--- src/rtl/time_keeper.sv ---
// time_keeper: 24-hour clock with a button/crown setting interface.
//
// A prescaler divides clk down to a one-second tick. In RUN the time counts.
// A button event (a rising edge of B_L while En=1) either clears the time,
// when crown bit 9 is set, or steps through SET_H -> SET_M -> SET_S -> RUN.
// While in a set state with En=1, the selected field tracks the crown value
// on every cycle.
//
// Ports:
//   clk             - single clock; all state changes on its rising edge
//   rst             - synchronous active-high reset
//   En              - time mode selected; gates the button and the crown load
//   B_L             - set button, level
//   potentiometer_10- crown value: [9] selects clear, [8:0] is the set value
//   hour_10..sec_1  - BCD digits of the current time
//   daysignal       - one-cycle pulse after the midnight rollover
//   set_state       - current state (00 RUN, 01 SET_H, 10 SET_M, 11 SET_S)
module time_keeper #(
  parameter int unsigned CLK_HZ = 1000
) (
  input  logic       clk,
  input  logic       rst,
  input  logic       En,
  input  logic       B_L,
  input  logic [9:0] potentiometer_10,
  output logic [3:0] hour_10,
  output logic [3:0] hour_1,
  output logic [3:0] min_10,
  output logic [3:0] min_1,
  output logic [3:0] sec_10,
  output logic [3:0] sec_1,
  output logic       daysignal,
  output logic [1:0] set_state
);

  localparam int unsigned PW = (CLK_HZ > 1) ? $clog2(CLK_HZ) : 1;
  localparam logic [PW-1:0] PreMax = PW'(CLK_HZ - 1);

  typedef enum logic [1:0] {
    StRun  = 2'b00,
    StSetH = 2'b01,
    StSetM = 2'b10,
    StSetS = 2'b11
  } state_e;

  state_e        state_q;
  logic [4:0]    hour_q;
  logic [5:0]    minute_q;
  logic [5:0]    second_q;
  logic [PW-1:0] presc_q;
  logic          b_l_q;
  logic          day_q;

  logic       btn_evt;
  logic       tick;
  logic [8:0] hour_div;
  logic [8:0] ms_div;
  logic [4:0] hour_set;
  logic [5:0] ms_set;

  assign btn_evt = B_L & ~b_l_q & En;
  assign tick    = (state_q == StRun) && (presc_q == PreMax);

  // Crown value scaled to the field range and clamped to its maximum.
  always_comb begin
    hour_div = potentiometer_10[8:0] / 9'd21;
    ms_div   = potentiometer_10[8:0] >> 3;
    hour_set = (hour_div > 9'd23) ? 5'd23 : hour_div[4:0];
    ms_set   = (ms_div > 9'd59) ? 6'd59 : ms_div[5:0];
  end

  always_ff @(posedge clk) begin
    if (rst) begin
      state_q  <= StRun;
      hour_q   <= '0;
      minute_q <= '0;
      second_q <= '0;
      presc_q  <= '0;
      b_l_q    <= 1'b0;
      day_q    <= 1'b0;
    end else begin
      b_l_q <= B_L;
      day_q <= 1'b0;
      if (btn_evt) begin
        // A button event outranks a coincident tick; the tick is dropped.
        if (potentiometer_10[9]) begin
          state_q  <= StRun;
          hour_q   <= '0;
          minute_q <= '0;
          second_q <= '0;
          presc_q  <= '0;
        end else begin
          unique case (state_q)
            StRun:  state_q <= StSetH;
            StSetH: state_q <= StSetM;
            StSetM: state_q <= StSetS;
            StSetS: begin
              state_q <= StRun;
              presc_q <= '0;  // first tick a full second after setting
            end
            default: state_q <= StRun;
          endcase
        end
      end else begin
        unique case (state_q)
          StRun: begin
            if (tick) begin
              presc_q <= '0;
              if (second_q == 6'd59) begin
                second_q <= '0;
                if (minute_q == 6'd59) begin
                  minute_q <= '0;
                  if (hour_q == 5'd23) begin
                    hour_q <= '0;
                    day_q  <= 1'b1;
                  end else begin
                    hour_q <= hour_q + 5'd1;
                  end
                end else begin
                  minute_q <= minute_q + 6'd1;
                end
              end else begin
                second_q <= second_q + 6'd1;
              end
            end else begin
              presc_q <= presc_q + PW'(1);
            end
          end
          StSetH:  if (En) hour_q   <= hour_set;
          StSetM:  if (En) minute_q <= ms_set;
          StSetS:  if (En) second_q <= ms_set;
          default: state_q <= StRun;
        endcase
      end
    end
  end

  assign hour_10   = 4'(hour_q / 5'd10);
  assign hour_1    = 4'(hour_q % 5'd10);
  assign min_10    = 4'(minute_q / 6'd10);
  assign min_1     = 4'(minute_q % 6'd10);
  assign sec_10    = 4'(second_q / 6'd10);
  assign sec_1     = 4'(second_q % 6'd10);
  assign daysignal = day_q;
  assign set_state = state_q;

endmodule

--- config.mk ---
export PLATFORM = sky130hd
export DESIGN_NAME = time_keeper
export DESIGN_NICKNAME = d
export VERILOG_FILES = /design/src/rtl/time_keeper.sv
export SDC_FILE = /design/constraint.sdc
export NUM_CORES = 1
export LEC_CHECK = 0
export ABC_AREA = 0
export BUFFER_PORTS_ARGS = -buffer_cell sky130_fd_sc_hd__buf_2
export CAP_MARGIN = 20
export CORE_UTILIZATION = 25
export CTS_BUF_LIST = sky130_fd_sc_hd__clkbuf_8
export DETAILED_ROUTE_END_ITERATION = 8
export PLACE_DENSITY = 0.52
export RECOVER_POWER = 50
export SLEW_MARGIN = 30
export SYNTH_ARGS = -nofsm -noshare
export SYNTH_HDL_FRONTEND = slang
export SYNTH_SLANG_ARGS = --single-unit
--- constraint.sdc ---
create_clock -name clk -period 7.75 [get_ports clk]
set_clock_uncertainty 0.1 [all_clocks]
set_input_delay 0 -clock clk [delete_from_list [all_inputs] [get_ports clk]]
set_output_delay 0 -clock clk [all_outputs]
set_load 0.005 [all_outputs]
==> metrics.txt, run 1 <==
part of the power in combinational logic 34.1%; maximum single-stage delay on the critical path 0.54 ns; number of CTS-inserted buffers 5; pin slew with the least headroom to its limit 1.08 ns; combined global-route utilization of all metal layers 11.7%; cell with the largest stage delay on the worst path a221oi_1; overall die width 119 um; share of synthesized flip-flops with an asynchronous set or reset 0%; Crit path required time 7.80 ns; count of flip-flops with a built-in enable after synthesis 0; setup repair after global routing missed its margin no; area share of the largest cell type after synthesis 18.0%; power density normalized to cell area 123 nW/um2; Yosys warning total 0; detailed-route DRC error count 0; Avg Vias per Cell 5.04; height of the die 119 um; switching share of power 36.6%; ant diodes 0; area share of xor/xnor cells in the synthesized design 7.28%; Internal 0.000291 W; vias in the first global route 2915; area inside the core boundary 13300 um2; dominant combinational cell family by area after synthesis compound AO/OA/AOI/OAI gates; wire length of the first global-routing pass 13900 um; average wire per standard cell 12.8 um; maximum operating frequency 296 MHz; Flop pwr share 37.9%; crit path DAT 3.44 ns; pin count of the biggest net entering global routing 24; path type of the worst min-delay path input port to flop; summed area of non-filler cells in the final layout 3730 um2; proportion of synthesized chip area in sequential cells 18.0%; final-layout setup total negative slack 0 ns; count of distinct cell types in the synthesized netlist 70; Static Leak 1.38 nW; Fin. Hold Viols 0; Worst-path clk slew 0.07 ns; Most Frequent Cell on Critical Path xor2_1; total detailed-routing wirelength 8350 um; post-synthesis adder-cell area fraction 9.02%; Synth-to-Final Area Change 8.41%; clock insertion delay at the later pin of the skew report 0.28 ns; antenna violations before repair 0; biggest area consumer among synthesized cells dfxtp_1; Syn Inst Count 468; number of nets at the end of the flow 513; Cell Area, Placed 3630 um2; nature of the critical path endpoint flop; area of the mapped netlist 3440 um2; net switching power of the design 0.000168 W; fraction of the mapped netlist area in compound gates 29.2%; Remaining Overflow, GRT 0; max-capacitance violation count 0; post-synthesis average cell area 7.35 um2; Clock Path Buffers 2; number of cell rows 42; router iterations before antenna repair 4; sinks on the clock net 31; clock tree from TritonCTS done; highest fanout seen on the critical path 19; total number of vias 3291; CP startpoint kind input port; count of pins on the block boundary 41; initial standard-cell utilization of the core 25.8%; multiplexer area fraction after synthesis 2.33%; htree depth 2; fraction of final layout cells sized beyond drive strength 1 11.9%; pins over their slew limit 0; Filler Cells Inserted 1478; flip-flop and latch area 621 um2; # Post-CTS Setup Buffers 0; status completed; most common library cell in the layout ignoring fill and taps nor2_1; routability congestion estimate 0.806; synthesized-area fraction occupied by and/or/nand/nor cells 25.5%; total of cells resized after clock tree synthesis 0; start-to-end type of the worst setup path input port to flop; DIE AREA 14200 um2; IO buf count 36; multi-input combinational cell area 2540 um2; worst vdd rail ir drop 0.0000540 V; most common flop cell mapped by yosys dfxtp_1; Final Critical Period 3.38 ns; commonest non-fill, non-tap cells in the layout 45 x nor2_1, 42 x nand2_1, 36 x a21oi_1; Post-DRT Antenna Nets 0; #FFs+latches synth 31; share of power burned in the clock network 28.0%; final number of setup-violating endpoints 0; Synth area leaders dfxtp_1 18%, ha_1 8.4%, a21oi_1 5.2%, nor2_1 4.9%, nand2_1 4.6%; worst slew slack as a fraction of its limit 28.1%; part of the cycle the worst path needs 43.7%; dpl hpwl 6250 um; first-iteration detailed-routing DRC count 251; Cell Chain, Critical Path buf_2 -> o21ai_0 -> o2bb2ai_2 -> a221oi_1 -> nor3b_2 -> nor2_2 -> xor2_1 -> ha_1 -> xor2_1 -> or3_1 -> a21oi_1 -> nor3_1 -> a211oi_1 -> a311oi_1; clock root cell clkbuf_8
[synth_stat cells (9+ instances only)]
cell type and instances:
inv_1 18, nor3_1 18, nand2b_1 16, o21ai_0 29, dfxtp_1 31, xnor2_1 14
clkbuf_1 18, nor2b_1 10, a21oi_1 36, buf_4 10, ha_1 23, nand3_1 18
nor2_1 45, xor2_1 9, nand2_1 42
[per-layer routing]
layer	global-route usage (%)	part of all wire, %	up-vias
li1	-	-	1679
met1	15.8	49	1517
met2	19.0	46	87
met3	1.68	4.0	8
met4	3.40	1.4	0
met5	0	0	-
[metrics by stage]
| stage | hold slack, ns | worst slack, ns | instances | total power (W) | util [%] |
|---|---|---|---|---|---|
| after floorplan | 0.0282 | 4.80 | 471 | 0.000306 | - |
| after global placement | 0.131 | 4.20 | 642 | 0.000333 | 27.2 |
| after detailed placement | 0.152 | 4.07 | 642 | 0.000334 | 27.2 |
| after CTS | 0.0382 | 4.37 | 652 | 0.000466 | 28.0 |
| after global routing | 0.0627 | 3.98 | 653 | 0.000488 | 27.9 |
| final | 0.0422 | 4.37 | 653 | 0.000459 | 27.9 |
[repair_timing]
item                                   CTS  global route
hold buffers                             2             0
setup endpoints to repair                0             0
endpoints found under the hold margin    2             0
[cell families (layout without fill, tap and decap cells)]
| family | Yosys count | after routing |
|---|---|---|
| simple gates | 177 | 177 |
| other cells | 1 | 4 |
| compound gates | 141 | 141 |
| xor+xnor | 26 | 26 |
| fa+ha+maj | 25 | 25 |
| flops | 31 | 31 |
| mux | 8 | 8 |
| buf+inv | 59 | 65 |
[flip-flops by register name (all words and copies together) (netlist names)]
register,count
presc_q,10
minute_q,6
second_q,6
hour_q,5
set_state,2
b_l_q,1
daysignal,1
[critical path: cells and delay by family]
kind,cells,cell delay (ns)
AO/OA/AOI/OAI,6,1.57
AND/OR/NAND/NOR,4,0.96
XOR/XNOR,2,0.36
buffers and inverters,1,0.28
adder cells (fa/ha/maj),1,0.27
[area by class of cell]
| type | instances | share of cell area [%] |
|---|---|---|
| Clock buffer | 5 | 1.85 |
| Inverter | 18 | 1.81 |
| Tap cell | 176 | 5.91 |
| Clock inverter | 3 | 0.537 |
| Timing Repair Buffer | 39 | 5.17 |
| Multi-Input combinational cell | 381 | 68.1 |
| Sequential cell | 31 | 16.6 |
[worst paths after layout]
path | start | end | slack (ns) | cells after the start
worst max-delay path | potentiometer_10[7] | hour_q[0]$_SDFFE_PP0P_ | 4.37 | 14
worst min register to register | presc_q[9]$_SDFFE_PP0P_ | presc_q[9]$_SDFFE_PP0P_ | 0.38 | 2
worst max register to register | minute_q[1]$_SDFFE_PP0P_ | hour_q[0]$_SDFFE_PP0P_ | 4.75 | 11
worst min-delay path | rst | presc_q[1]$_SDFFE_PP0P_ | 0.04 | 2
[power by group through the flow]
stage / logic, W / registers, W / clock network [W]
3_5_place_dp: 0.000156 / 0.000178 / 0
3_3_place_gp: 0.000155 / 0.000178 / 0
5_1_grt: 0.000175 / 0.000175 / 0.000138
4_1_cts: 0.000158 / 0.000174 / 0.000134
6_report: 0.000156 / 0.000174 / 0.000128
2_1_floorplan: 0.000132 / 0.000174 / 0
Power figures use the tool's default switching activity.
==> run 2, diff against run 1 <==
- clock period: 7.75 -> 3.4 ns (I/O delays scaled with it)
==> run 2 against run 1 <==
Against the previous run:
- non-clock buffer count is 10 higher
- combinational power is 140% higher
- first-iteration DRC count is 18% lower
- register-to-register slack worse by 4.3 ns
- final cell count increased by 1.5%
- worst hold slack improved by 0.0023 ns
- total power rose by 130%
- sequential power grew 130%
- highest routed layer unchanged
==> metrics.txt, run 2 (synthesis gave the netlist of run 1 again) <==
path type of the worst min-delay path input port to flop; final number of setup-violating endpoints 0; number of nets at the end of the flow 523; start-to-end type of the worst setup path input port to flop; HP Start rst; sinks on the clock net 31; detailed-route DRC error count 0; ant diodes 0; total number of vias 3298; largest registers presc_q: 10 flops, minute_q: 6 flops, second_q: 6 flops; htree depth 2; worst slew slack as a fraction of its limit 26.9%; part of the cycle the worst path needs 90.1%; Crit path required time 3.45 ns; Fin. Hold Viols 0; maximum operating frequency 326 MHz; hold-fix buffer count after cts 2; number of cell rows 42; count of pins on the block boundary 41; most common library cell in the layout ignoring fill and taps nor2_1; Hold WS 0.0444 ns; max-capacitance violation count 0; DIE AREA 14200 um2; Avg Vias per Cell 4.97; final core utilization 28.4%; Internal 0.000672 W; vias in the first global route 3159; height of the die 119 um; combined global-route utilization of all metal layers 12.4%; initial standard-cell utilization of the core 25.8%; share of power burned in the clock network 26.9%; total detailed-routing wirelength 8600 um; power density normalized to cell area 277 nW/um2; Synth-to-Final Area Change 10.4%; Worst-path clk slew 0.07 ns; routability congestion estimate 0.820; crit path DAT 3.11 ns; part of the power in combinational logic 35.6%; PnR Total Power 0.00105 W; highest fanout seen on the critical path 19; pin slew with the least headroom to its limit 1.10 ns; clock tree from TritonCTS done; Flop pwr share 37.5%; number of CTS-inserted buffers 5; clock root cell clkbuf_8; pin count of the biggest net entering global routing 24; pins over their slew limit 0; first-iteration detailed-routing DRC count 206; IO buf count 36; dpl hpwl 6490 um; nature of the critical path endpoint flop; max FFs per register 10; average wire per standard cell 13.0 um; area inside the core boundary 13300 um2; worst vdd rail ir drop 0.000121 V; critical path startpoint potentiometer_10[7]; Final Critical Period 3.06 ns; total of cells resized after clock tree synthesis 0; clock insertion delay at the later pin of the skew report 0.28 ns; setup repair after global routing missed its margin no; CP startpoint kind input port; register with the highest flop count presc_q; final-layout setup total negative slack 0 ns; overall die width 119 um; router iterations before antenna repair 4; Filler Cells Inserted 1484; Remaining Overflow, GRT 0; Post-DRT Antenna Nets 0; wire length of the first global-routing pass 14900 um; # Post-CTS Setup Buffers 0; Static Leak 1.44 nW; antenna violations before repair 0; fraction of final layout cells sized beyond drive strength 1 13.3%; status completed; Clock Path Buffers 2; switching share of power 36.2%; net switching power of the design 0.000381 W; commonest non-fill, non-tap cells in the layout 45 x nor2_1, 42 x nand2_1, 36 x a21oi_1; Reg-to-Reg Start set_state[0]$_SDFFE_PP0P_
-- run 2: changes by cell type in the layout (fill, tap and decap cells not counted) --
cell and delta:
buf_4 +10, clkbuf_2 -3, buf_2 +2, buf_1 +1, clkinvlp_4 -1, inv_1 +1
-- run 2: cell type report --
cell class | instances | area (um2) | share of cell area (%)
multi-input combinational | 381 | 2540 | 66.8
inverter | 18 | 67.6 | 1.78
clock inverter | 3 | 16.3 | 0.428
sequential | 31 | 621 | 16.3
tap | 176 | 220 | 5.80
clock buffer | 5 | 68.8 | 1.81
timing repair buffer | 49 | 267 | 7.02
-- run 2: critical path, cell delays in order --
cell	delay [ns]
buf_2	0.29
o21ai_0	0.23
o2bb2ai_2	0.22
a221oi_1	0.49
nor3b_2	0.11
nor2_2	0.14
xor2_1	0.22
ha_1	0.28
xor2_1	0.10
or3_1	0.32
a21oi_1	0.23
nor3_1	0.08
a211oi_1	0.26
a311oi_1	0.12
-- run 2: path summary, 6_finish.rpt --
kind                                           endpoint  slack (ns)  depth (start not counted)
worst max register to register   hour_q[0]$_SDFFE_PP0P_        0.41                         12
worst min-delay path             hour_q[4]$_SDFFE_PP0P_        0.04                          2
worst max-delay path             hour_q[0]$_SDFFE_PP0P_        0.34                         14
worst min register to register  presc_q[9]$_SDFFE_PP0P_        0.38                          2
-- run 2: stage by stage --
stage               instance area (um2)  setup WS [ns]  instances
floorplan                          3450          0.446        471
global placement                   3710          0.233        653
detailed placement                 3710          0.130        653
CTS                                3810          0.413        663
global route                       3800         0.0795        663
finish                             3800          0.336        663
-- run 2: per-layer routing --
metal  track usage (%)  part of all wire, %
met5                 0                    0
met2              20.7                   45
met1              16.7                   51
met4              3.48                  1.3
met3              1.53                  2.6
-- run 2: power groups by stage --
stage | clock network [W] | registers [W] | logic, W
after floorplan | 0 | 0.000396 | 0.000302
after global placement | 0 | 0.000403 | 0.000365
after detailed placement | 0 | 0.000403 | 0.000372
after CTS | 0.000294 | 0.000395 | 0.000376
after global routing | 0.000312 | 0.000398 | 0.000419
final | 0.000283 | 0.000395 | 0.000374
